### config.mk
export PLATFORM = sky130hd
export DESIGN_NAME = ssd_scanner
export DESIGN_NICKNAME = d
export VERILOG_FILES = /design/src/rtl/ssd_pkg.sv /design/src/rtl/hex_to_ssd.sv /design/src/rtl/ssd_scanner.sv
export SDC_FILE = /design/constraint.sdc
export NUM_CORES = 1
export LEC_CHECK = 0
export CAP_MARGIN = 20
export CORE_UTILIZATION = 50
export CTS_CLUSTER_SIZE = 20
export DETAILED_ROUTE_END_ITERATION = 6
export GPL_ROUTABILITY_DRIVEN = 0
export PLACE_DENSITY = 0.73
export REMOVE_ABC_BUFFERS = 1
export SLEW_MARGIN = 5
export SYNTH_ARGS = -nofsm -noshare
export SYNTH_HDL_FRONTEND = slang
export SYNTH_HIERARCHICAL = 1
export SYNTH_SLANG_ARGS = --single-unit
### constraint.sdc
create_clock -name clk -period 3.12 [get_ports clk]
set_input_delay 0.312 -clock clk [delete_from_list [all_inputs] [get_ports clk]]
set_output_delay 0.312 -clock clk [all_outputs]
set_load 0.05 [all_outputs]
### src/rtl/ssd_pkg.sv
// Shared types and constants for the four-digit seven-segment scanner.
package ssd_pkg;

  localparam int DIGITS_P = 4;
  localparam logic [6:0] SEG_BLANK = 7'h7F;

  // Active-low {g,f,e,d,c,b,a} patterns for hex digits 0..F
  localparam logic [6:0] HEX_SEG [16] = '{
    7'b1000000, 7'b1111001, 7'b0100100, 7'b0110000,
    7'b0011001, 7'b0010010, 7'b0000010, 7'b1111000,
    7'b0000000, 7'b0010000, 7'b0001000, 7'b0000011,
    7'b1000110, 7'b0100001, 7'b0000110, 7'b0001110
  };

  typedef enum logic {BUF_EMPTY, BUF_FULL} buf_state_t;

endpackage

### src/rtl/hex_to_ssd.sv
// Combinational hex nibble to active-low seven-segment pattern decoder.
module hex_to_ssd
  import ssd_pkg::*;
(
  input  logic [3:0] nib,
  output logic [6:0] seg
);

  assign seg = HEX_SEG[nib];

endmodule

### src/rtl/ssd_scanner.sv
// Four-digit multiplexed seven-segment driver with frame-synchronous value
// updates through a one-deep valid/ready buffer.
module ssd_scanner
  import ssd_pkg::*;
#(
  parameter int DIGITS        = DIGITS_P,
  parameter bit BLANK_LEADING = 1'b1
) (
  input  logic                  clk,
  input  logic                  rst_n,
  input  logic                  scan_en,
  input  logic [4*DIGITS-1:0]   value,
  input  logic                  value_valid,
  output logic                  value_ready,
  input  logic [DIGITS-1:0]     dp_mask,
  output logic [DIGITS-1:0]     an,
  output logic [6:0]            seg,
  output logic                  dp
);

  localparam int IW = $clog2(DIGITS);

  logic                scan_q;
  logic [IW-1:0]       idx;
  logic [IW-1:0]       idx_nxt;
  buf_state_t          state;
  logic [4*DIGITS-1:0] pend_val;
  logic [DIGITS-1:0]   pend_dp;
  logic [4*DIGITS-1:0] disp_val;
  logic [DIGITS-1:0]   disp_dp;
  logic                step;
  logic                frame_bnd;
  logic                commit;
  logic [4*DIGITS-1:0] cur_val;
  logic [DIGITS-1:0]   cur_dp;
  logic [3:0]          nib;
  logic [6:0]          seg_dec;

  // True when digit i and every higher nibble are zero; digit 0 never blanks.
  function automatic logic is_lead_zero(input logic [4*DIGITS-1:0] v,
                                        input logic [IW-1:0] i);
    logic z;
    z = 1'b1;
    for (int k = 0; k < DIGITS; k++) begin
      if (k >= int'(i) && v[4*k +: 4] != 4'h0) z = 1'b0;
    end
    return z && (i != '0);
  endfunction

  assign step      = scan_en && !scan_q;
  assign idx_nxt   = idx + 1'b1;
  assign frame_bnd = step && (idx_nxt == '0);
  assign commit    = frame_bnd && (state == BUF_FULL);

  // Digit 0 must show a freshly committed value on the commit edge itself.
  assign cur_val = commit ? pend_val : disp_val;
  assign cur_dp  = commit ? pend_dp  : disp_dp;
  assign nib     = cur_val[4*idx_nxt +: 4];

  assign value_ready = (state == BUF_EMPTY);

  hex_to_ssd u_dec (
    .nib (nib),
    .seg (seg_dec)
  );

  always_ff @(posedge clk) begin
    if (!rst_n) begin
      scan_q   <= 1'b0;
      idx      <= IW'(DIGITS - 1);
      state    <= BUF_EMPTY;
      pend_val <= '0;
      pend_dp  <= '0;
      disp_val <= '0;
      disp_dp  <= '0;
      an       <= '1;
      seg      <= SEG_BLANK;
      dp       <= 1'b1;
    end else begin
      scan_q <= scan_en;

      // A value accepted on a boundary edge waits for the next boundary.
      case (state)
        BUF_EMPTY: begin
          if (value_valid) begin
            pend_val <= value;
            pend_dp  <= dp_mask;
            state    <= BUF_FULL;
          end
        end
        BUF_FULL: begin
          if (frame_bnd) begin
            disp_val <= pend_val;
            disp_dp  <= pend_dp;
            state    <= BUF_EMPTY;
          end
        end
        default: state <= BUF_EMPTY;
      endcase

      if (step) begin
        idx <= idx_nxt;
        an  <= ~({{(DIGITS-1){1'b0}}, 1'b1} << idx_nxt);
        seg <= (BLANK_LEADING && is_lead_zero(cur_val, idx_nxt)) ? SEG_BLANK : seg_dec;
        dp  <= ~cur_dp[idx_nxt];
      end
    end
  end

endmodule

# --- Yosys cells after proc, flatten, opt, wreduce, memory -nomap -nowiden ---
# Memory sizes are Yosys's and may differ from the RTL's.
# Index checks and enable logic that the tools add are counted.
word_totals:
  latchBits: 0
  ram_bits: 0
  memories: 1
  wordCells: 55
  rom_bits: 112
  out_inout_bits: 13
  input_bits: 24
  regBits: 56
mem_list:
  columns: ["name", "words", "word_bits", "rd", "rd_clocked_by_memory_dff", "wr", "line", "rtl"]
  rows:
  - ["(name not given)", 16, 7, 1, 0, 0, "hex_to_ssd.sv:9", "assign seg = HEX_SEG[nib];"]
classes:
  n_reduce_logical: 16
  n_eq_ne: 0
  addsub: 1
  n_lt_le_gt_ge: 5
  bitwise_logic: 4
  shifts: 2
  mux: 16
  n_mul: 0
  n_div: 0
op_table:
  columns: ["cell", "n"]
  rows:
  - ["$mux W7", 3]
  - ["$mux W16", 1]
  - ["$reduce_bool A4 Y1", 4]
  - ["$shiftx A16 B5 Y4", 1]
  - ["$mux W1", 9]
  - ["$logic_and A1 B1 Y1", 7]
  - ["$ge A5 B5 Y1 const B", 1]
  - ["$not A4 Y5", 1]
  - ["$ge A1 B2 Y1 const A", 2]
  - ["$mux W4", 1]
  - ["$not A4 Y4", 1]
  - ["$reduce_and A2 Y1", 2]
  - ["$shl A1 B2 Y4 const A", 1]
  - ["$lt A2 B3 Y1 const B", 1]
  - ["$add A2 B1 Y2 const B", 1]
  - ["$bmux W1 S2", 1]
  - ["$ge A2 B2 Y1 const A", 1]
  - ["$logic_not A2 Y1", 1]
  - ["$not A1 Y1", 2]
  - ["$pmux W1 S2", 1]
  - ["$reduce_bool A2 Y1", 1]
  - ["$logic_not A1 Y1", 1]

# --- Depth between registers and ports, before layout ---
# Gate-level depths: netlist of run 1.
logic_depth:
  word_depth: 15
  depth_mapped: 14
  depth_no_buf: 12

# --- Hierarchy ---
# The synthesis of run 1 kept the hierarchy.
modules_own_cells:
  columns: ["mod", "n_inst", "cells_each", "area_each_um2", "seq_area_each_um2"]
  rows:
  - ["ssd_scanner", 1, 257, 2337.2, 1121.1]
  - ["hex_to_ssd", 1, 33, 277.8, 0.0]

# --- Least setup slack after synthesis of run 1 ---
# OpenSTA, ideal clock, no wires.
synth_timing:
  kind: "flip-flop to flip-flop"
  start: "reg idx[0]"
  end: "reg seg[3]"
  path_stages_with_launch: 14
  t_required_ns: 2.983
  setup_ns: 0.137
  setup_slack_ns: 0.287
  arrival_time_ns: 2.696
  path_buffers: 2
  synth_period_minus_slack_ns: 2.833
  path_cell_list: "dfxtp_1 > ha_1 > nand4b_2 > buf_6 > buf_2 > mux2i_1 > nand2_1 > a31o_1 > inv_1 > ha_1 > inv_1 > mux4_1 > nor2_1 > o22ai_1"
synth_via:
  elab_cells_between_ends: 29
  classes_between: "1 x add/sub; 3 x order compare; 1 x shift; 10 x mux; 1 x bitwise; 12 x reduce/logical; 1 x memory"
synth_lines:
  columns: ["item", "line", "rtl"]
  rows:
  - ["from (decl)", "ssd_scanner.sv:24", "logic [IW-1:0] idx;"]
  - ["from (signal assigned)", "ssd_scanner.sv:70", "idx <= IW'(DIGITS - 1);"]
  - ["from (signal assigned)", "ssd_scanner.sv:102", "idx <= idx_nxt;"]
  - ["$add A2 B1 Y2 *", "ssd_scanner.sv:51", "assign idx_nxt = idx + 1'b1;"]
  - ["$logic_not A2 Y1", "ssd_scanner.sv:52", "assign frame_bnd = step && (idx_nxt == '0);"]
  - ["$logic_and A1 B1 Y1", "ssd_scanner.sv:52", null]
  - ["$logic_and A1 B1 Y1", "ssd_scanner.sv:53", "assign commit = frame_bnd && (state == BUF_FULL);"]
  - ["$mux W16", "ssd_scanner.sv:56", "assign cur_val = commit ? pend_val : disp_val;"]
  - ["$shiftx A16 B5 Y4 *", "ssd_scanner.sv:58", "assign nib = cur_val[4*idx_nxt +: 4];"]
  - ["via nib[0]", "ssd_scanner.sv:36", "logic [3:0] nib;"]
  - ["$not A4 Y5 (not written as such) *", "hex_to_ssd.sv:9", null]
  - ["$mem_v2 Z16 W7 *", null, null]
  - ["$mux W7 (not written as such) * (2 in a row)", "hex_to_ssd.sv:9", null]
  - ["via seg_dec[3]", "ssd_scanner.sv:37", "logic [6:0] seg_dec;"]
  - ["$mux W7 *", "ssd_scanner.sv:104", "seg <= (BLANK_LEADING && is_lead_zero(cur_val, idx_nxt)) ? SEG_BLANK : seg_dec;"]
  - ["to (signal assigned)", "ssd_scanner.sv:104", null]
  - ["to (decl)", "ssd_scanner.sv:17", "output logic [6:0] seg,"]
# Mark *: on every way through the listed nets, which the timed path passes. The rest lies on a longest branch. The select of a mux whose other input is x is not followed.
# A chain may end at the register's enable or synchronous reset.

# --- Final worst setup path of run 1 ---
# Ends and elaborated chain as after synthesis.

==> reports/summary.txt, run 1 <==
initial antenna violation count -> 0
critical path's top delay family -> multiplexers
Port Buf Inserts -> 36
diode count -> 0
Gate Count Post-Synth -> 290
status -> complete, no violations
clk_skew -> 0.00329 ns
final period utilization -> 92.3%
synth cell count leaders -> dfxtp_1 (56), nand2_1 (56), nor2_1 (38)
achievable clock frequency -> 0.347 GHz
Initial Util -> 53.6%
Die Width -> 74.3 um
fraction of layout cells with a size suffix above 1 -> 8.05%
crit path launch type -> flop
hold_sp -> pend_val[0]$_SDFFE_PN0P_
Seq/Total Area, Yosys -> 42.9%
Reg-to-Reg End -> seg[3]$_SDFFE_PN1N_
1st-pass router iterations -> 4
Worst path max stage delay -> 0.47 ns
# Post-CTS Setup Buffers -> 0
DRT iter0 DRCs -> 76
Max Root-Sink Buffers -> 2
vias in the first global route -> 1964
cell count of the worst reg-to-reg path -> 12
hold crit path type -> reg2reg
leakage power -> 1.39 nW
fin crit period -> 2.88 ns
final net count -> 357
worst vdd ir -> 403 uV
Critical Path AT -> 3.05 ns
Final setup viols -> 0
total congestion overflow -> 0
Max-cap violations -> 0
Hold-fix buffers, CTS -> 0
clock slew at reported path FFs -> 0.09 ns
worst path required time -> 3.29 ns
Async SR Flop Fraction -> 0%
Clk Latency, worst-skew pair -> 0.30 ns
Total GRT Usage -> 21.3%
Worst Hold Path EP -> pend_val[0]$_SDFFE_PN0P_
Area Growth Syn to Fin -> 19.0%
final non-filler cell total -> 390
Cell Chain, Critical Path -> ha_1 > nand4b_2 > buf_4 > mux2i_1 > nand2_1 > a31o_1 > inv_1 > ha_1 > inv_1 > mux4_1 > nor2_1 > o22ai_1
Slowest cell on crit path -> mux4_1
CTS tree -> built
PD cells -> 485 nW/um2
Syn. warnings -> 6
Worst Tran Pin Value -> 0.729 ns
Site Rows -> 25
HPWL Detailed -> 3.83 mm
Seq cells post-synth -> 56
Inst Count DP -> 382
Vias/cell -> 5.38
Die Area -> 5520 um2
ys flop type -> dfxtp_1
Final ANT Viol Nets -> 0
Resize count post-CTS -> 0
unrepaired setup endpoints after global routing -> false
Clock Sink Count -> 56
Worst R2R Start -> idx[0]$_SDFFE_PN1N_
Synth area leader -> dfxtp_1
largest net degree at the start of global routing -> 26
pre-CTS WS -> 0.0550 ns
buffers and inverters on the worst path -> 3
Routed WL -> 5.28 mm
Filler Cells Inserted -> 427
Vias -> 2098
Core Region -> 4880 um2
routed len/inst -> 13.5 um
Max-slew headroom -> 51.4%
FF-to-FF setup slack -> 0.24 ns
first-pass GRT wire length -> 9.02 mm
crit path capture type -> flop
largest family of logic cells by synthesized area -> simple AND/OR/NAND/NOR gates
Distinct cells, synth -> 35
Post-Syn Area -> 2620 um2
compound-gate portion of the synthesized area -> 11.5%
peak fanout along the critical path -> 7
Setup WS post-layout -> 0.241 ns
final hold vios -> 0
Synth Area in Adders -> 5.26%
fin. max-slew vios -> 0
Die H -> 74.3 um
Post-route DRC -> 0
Post-synth EDFFs -> 0
Worst Path Class, Setup -> reg2reg
root buf cell -> clkbuf_8
Inserted Clock Buffers -> 5
Post-Synth XOR/XNOR Area -> 0%
largest cells by area after synthesis -> dfxtp_1 (43%), mux2i_1 (10%), nand2_1 (8.0%)
Simple-Gate Fraction of Synth Area -> 18.1%
Hold Path Cell Cnt -> 2
mux cell area share after synthesis -> 17.2%
CTS H-tree lvls -> 2
syn avg cell area -> 9.02 um2
post-synth top area share -> 42.9%
num ports -> 37
layer usage:
metal	routed length, um	track usage, %	vias up
met5	0	0	-
met4	60	7.13	0
met3	154	4.20	6
met2	2530	34.8	52
met1	2540	28.4	986
li1	-	-	1054
how the worst max path moves through the flow:
stage          slack, ns             endpoint                 from  cells past startpoint
2_1_floorplan      -0.29  seg[3]$_SDFFE_PN1N_  idx[0]$_SDFFE_PN1N_                     11
3_3_place_gp        0.15  seg[3]$_SDFFE_PN1N_              scan_en                     12
3_5_place_dp        0.05  seg[3]$_SDFFE_PN1N_              scan_en                     12
4_1_cts             0.24  seg[3]$_SDFFE_PN1N_  idx[0]$_SDFFE_PN1N_                     12
5_1_grt             0.04  seg[3]$_SDFFE_PN1N_  idx[0]$_SDFFE_PN1N_                     12
6_report            0.24  seg[3]$_SDFFE_PN1N_  idx[0]$_SDFFE_PN1N_                     12
layout make-up:
type / instances / area (um2) / area share (%)
multi-input combinational: 207 / 1360 / 43.8
tap: 67 / 83.8 / 2.69
sequential: 56 / 1120 / 36.0
clock inverter: 2 / 13.8 / 0.442
clock buffer: 6 / 82.6 / 2.65
inverter: 9 / 33.8 / 1.09
timing repair buffer: 43 / 413 / 13.3
layout by cell type, fill, tap and decap left out:
cell and count:
and2_1 4, a31o_2 1, and2_0 1, o21ai_2 1, nor2_1 38, mux2i_1 27, mux2_4 1, dfxtp_1 56
and2b_1 1, clkinv_2 1, inv_6 1, or3_1 2, nand4b_2 1, nor2b_1 1, nand2_1 56, inv_2 2
nand2b_1 2, clkinv_1 1, a31o_1 3, clkdlybuf4s50_1 36, a31oi_1 1, a21oi_1 23, a32o_1 2, buf_4 7
o211ai_1 5, nand3_1 1, mux4_2 5, o211a_1 1, o22ai_1 7, clkbuf_8 6, inv_1 6, o21ai_0 5
ha_1 11, nor4_1 5, mux4_1 2
stage by stage:
step	area [um2]	hold WS [ns]	power, W	utilization, %	TNS, ns
floorplan	2520	0.384	0.00100	-	-0.530
global placement	3020	0.453	0.00111	61.8	0
detailed placement	3020	0.457	0.00112	61.8	0
CTS	3110	0.472	0.00152	63.8	0
global route	3110	0.505	0.00159	63.8	0
finish	3110	0.475	0.00151	63.8	0
worst reg2reg max path: stages (launching register included):
cell,delay [ns]
dfxtp_1,0.41
ha_1,0.26
nand4b_2,0.18
buf_4,0.22
mux2i_1,0.15
nand2_1,0.08
a31o_1,0.29
inv_1,0.14
ha_1,0.30
inv_1,0.05
mux4_1,0.47
nor2_1,0.11
o22ai_1,0.10
kinds of logic after synthesis:
group / after synthesis
simple gates: 112
flops: 56
compound gates: 49
mux: 35
buf+inv: 27
fa+ha+maj: 11
flip-flops by register name (all words and copies together) (netlist names), 2 cells and up:
signal / flops
idx: 2
an: 4
disp_val: 16
seg: 7
pend_dp: 4
pend_val: 16
disp_dp: 4
where the power goes:
part / total (W) / switching, W / internal, W
sequential: 0.000778 / 0.0000264 / 0.000752
combinational: 0.000323 / 0.000190 / 0.000133
clock: 0.000407 / 0.000225 / 0.000182
total: 0.00151 / 0.000441 / 0.00107
Power figures use the tool's default switching activity.
==> run 2: changes to the inputs <==
--- a/config.mk
+++ b/config.mk
@@ -5,8 +5,8 @@
 export SDC_FILE = /design/constraint.sdc
 export NUM_CORES = 1
 export LEC_CHECK = 0
-export CAP_MARGIN = 20
 export CORE_UTILIZATION = 50
+export CTS_CLUSTER_DIAMETER = 60
 export CTS_CLUSTER_SIZE = 20
 export DETAILED_ROUTE_END_ITERATION = 6
 export GPL_ROUTABILITY_DRIVEN = 0
==> constraint.sdc (replaced) <==
create_clock -name clk -period 3.3 [get_ports clk]
set_input_delay 0.33 -clock clk [delete_from_list [all_inputs] [get_ports clk]]
set_output_delay 0.33 -clock clk [all_outputs]
set_load 0.05 [all_outputs]
==> reports/summary.txt, run 2 (synthesized netlist as in run 1, its figures left out) <==
cell count of the worst reg-to-reg path -> 12
Die Width -> 74.3 um
Worst Tran Pin Value -> 0.761 ns
Clock Sink Count -> 56
Vias -> 2031
fin. max-slew vios -> 0
1st-pass router iterations -> 4
first-pass GRT wire length -> 8.83 mm
hold crit path type -> reg2reg
# Post-CTS Setup Buffers -> 0
Critical Path AT -> 3.12 ns
Die Area -> 5520 um2
CTS H-tree lvls -> 2
most frequent cells in the layout -> nand2_1 (56), dfxtp_1 (56), nor2_1 (38)
final net count -> 355
Max-slew headroom -> 49.3%
Post-route DRC -> 0
DRT iter0 DRCs -> 81
worst path required time -> 3.47 ns
Inserted Clock Buffers -> 5
Setup WS post-layout -> 0.351 ns
status -> complete, no violations
initial antenna violation count -> 0
Site Rows -> 25
HPWL Detailed -> 3.76 mm
Worst Path Class, Setup -> reg2reg
unrepaired setup endpoints after global routing -> false
Routed WL -> 5.24 mm
Hold Path Cell Cnt -> 2
Port Buf Inserts -> 36
final hold vios -> 0
CTS tree -> built
worst vdd ir -> 267 uV
leakage power -> 1.37 nW
fraction of layout cells with a size suffix above 1 -> 7.48%
Die H -> 74.3 um
Post-Route Setup TNS -> 0 ns
Core Region -> 4880 um2
Final ANT Viol Nets -> 0
root buf cell -> clkbuf_8
Initial Util -> 53.6%
pre-CTS WS -> 0.197 ns
Resize count post-CTS -> 0
fin crit period -> 2.95 ns
peak fanout along the critical path -> 7
crit path capture type -> flop
critical path's top delay family -> multiplexers
routed len/inst -> 13.5 um
Max Root-Sink Buffers -> 2
Area Growth Syn to Fin -> 18.2%
achievable clock frequency -> 0.339 GHz
clk_skew -> 0.00785 ns
buffers and inverters on the worst path -> 3
num ports -> 37
clock slew at reported path FFs -> 0.10 ns
largest net degree at the start of global routing -> 41
Slowest cell on crit path -> mux4_1
Vias/cell -> 5.23
Worst path max stage delay -> 0.48 ns
total congestion overflow -> 0
Final setup viols -> 0
top flop regs -> disp_val: 16 flops, pend_val: 16 flops, seg: 7 flops
diode count -> 0
crit path launch type -> flop
Cell Chain, Critical Path -> ha_1 > nand4b_2 > buf_4 > mux2i_1 > nand2_1 > a31o_1 > inv_1 > ha_1 > inv_1 > mux4_1 > nor2_1 > o22ai_1
vias in the first global route -> 1901
Max-cap violations -> 0
Total GRT Usage -> 21.0%
Crit. path cell count -> 12
Hold-fix buffers, CTS -> 0
final period utilization -> 89.4%
PD cells -> 459 nW/um2
Clk Latency, worst-skew pair -> 0.31 ns
-- run 2: final timing paths --
| kind | start | slack [ns] | to |
|---|---|---|---|
| worst min-delay path | pend_val[15]$_SDFFE_PN0P_ | 0.47 | pend_val[15]$_SDFFE_PN0P_ |
| worst max register to register | idx[0]$_SDFFE_PN1N_ | 0.35 | seg[3]$_SDFFE_PN1N_ |
| worst min register to register | pend_val[15]$_SDFFE_PN0P_ | 0.47 | pend_val[15]$_SDFFE_PN0P_ |
| worst max-delay path | idx[0]$_SDFFE_PN1N_ | 0.35 | seg[3]$_SDFFE_PN1N_ |
-- run 2: tightest hold or removal path: stages, from the launching register on --
cell     delay [ns]
dfxtp_1        0.32
nand2_1        0.05
a21oi_1        0.05
-- run 2: final cells by class --
cell class | instances | area [um2]
multi-input cells | 207 | 1360
well taps | 67 | 83.8
repair buffers | 41 | 398
fillers | 450 | 1790
clock buffers | 5 | 68.8
flip-flops and latches | 56 | 1120
clock inverters | 3 | 21.3
inverters | 9 | 33.8
-- run 2: per-stage QoR --
| stage | util, % | hold slack (ns) | std cells | area, um2 | total power, W |
|---|---|---|---|---|---|
| floorplan | - | 0.402 | 272 | 2520 | 0.000948 |
| global placement | 61.5 | 0.447 | 380 | 3000 | 0.00105 |
| detailed placement | 61.5 | 0.450 | 380 | 3000 | 0.00106 |
| CTS | 63.3 | 0.467 | 388 | 3090 | 0.00143 |
| global route | 63.3 | 0.492 | 388 | 3090 | 0.00148 |
| finish | 63.3 | 0.465 | 388 | 3090 | 0.00142 |
-- run 2: routing by layer --
layer / wire (um) / track usage, % / vias to the layer above
met2: 2480 / 36.0 / 34
li1: - / - / 1054
met3: 175 / 4.07 / 2
met5: 0 / 0 / -
met1: 2560 / 27.6 / 941
met4: 23 / 5.03 / 0
-- run 2: where the power goes --
group	internal, W	switching, W
sequential	0.000711	0.0000246
clock	0.000151	0.000228
combinational	0.000124	0.000180
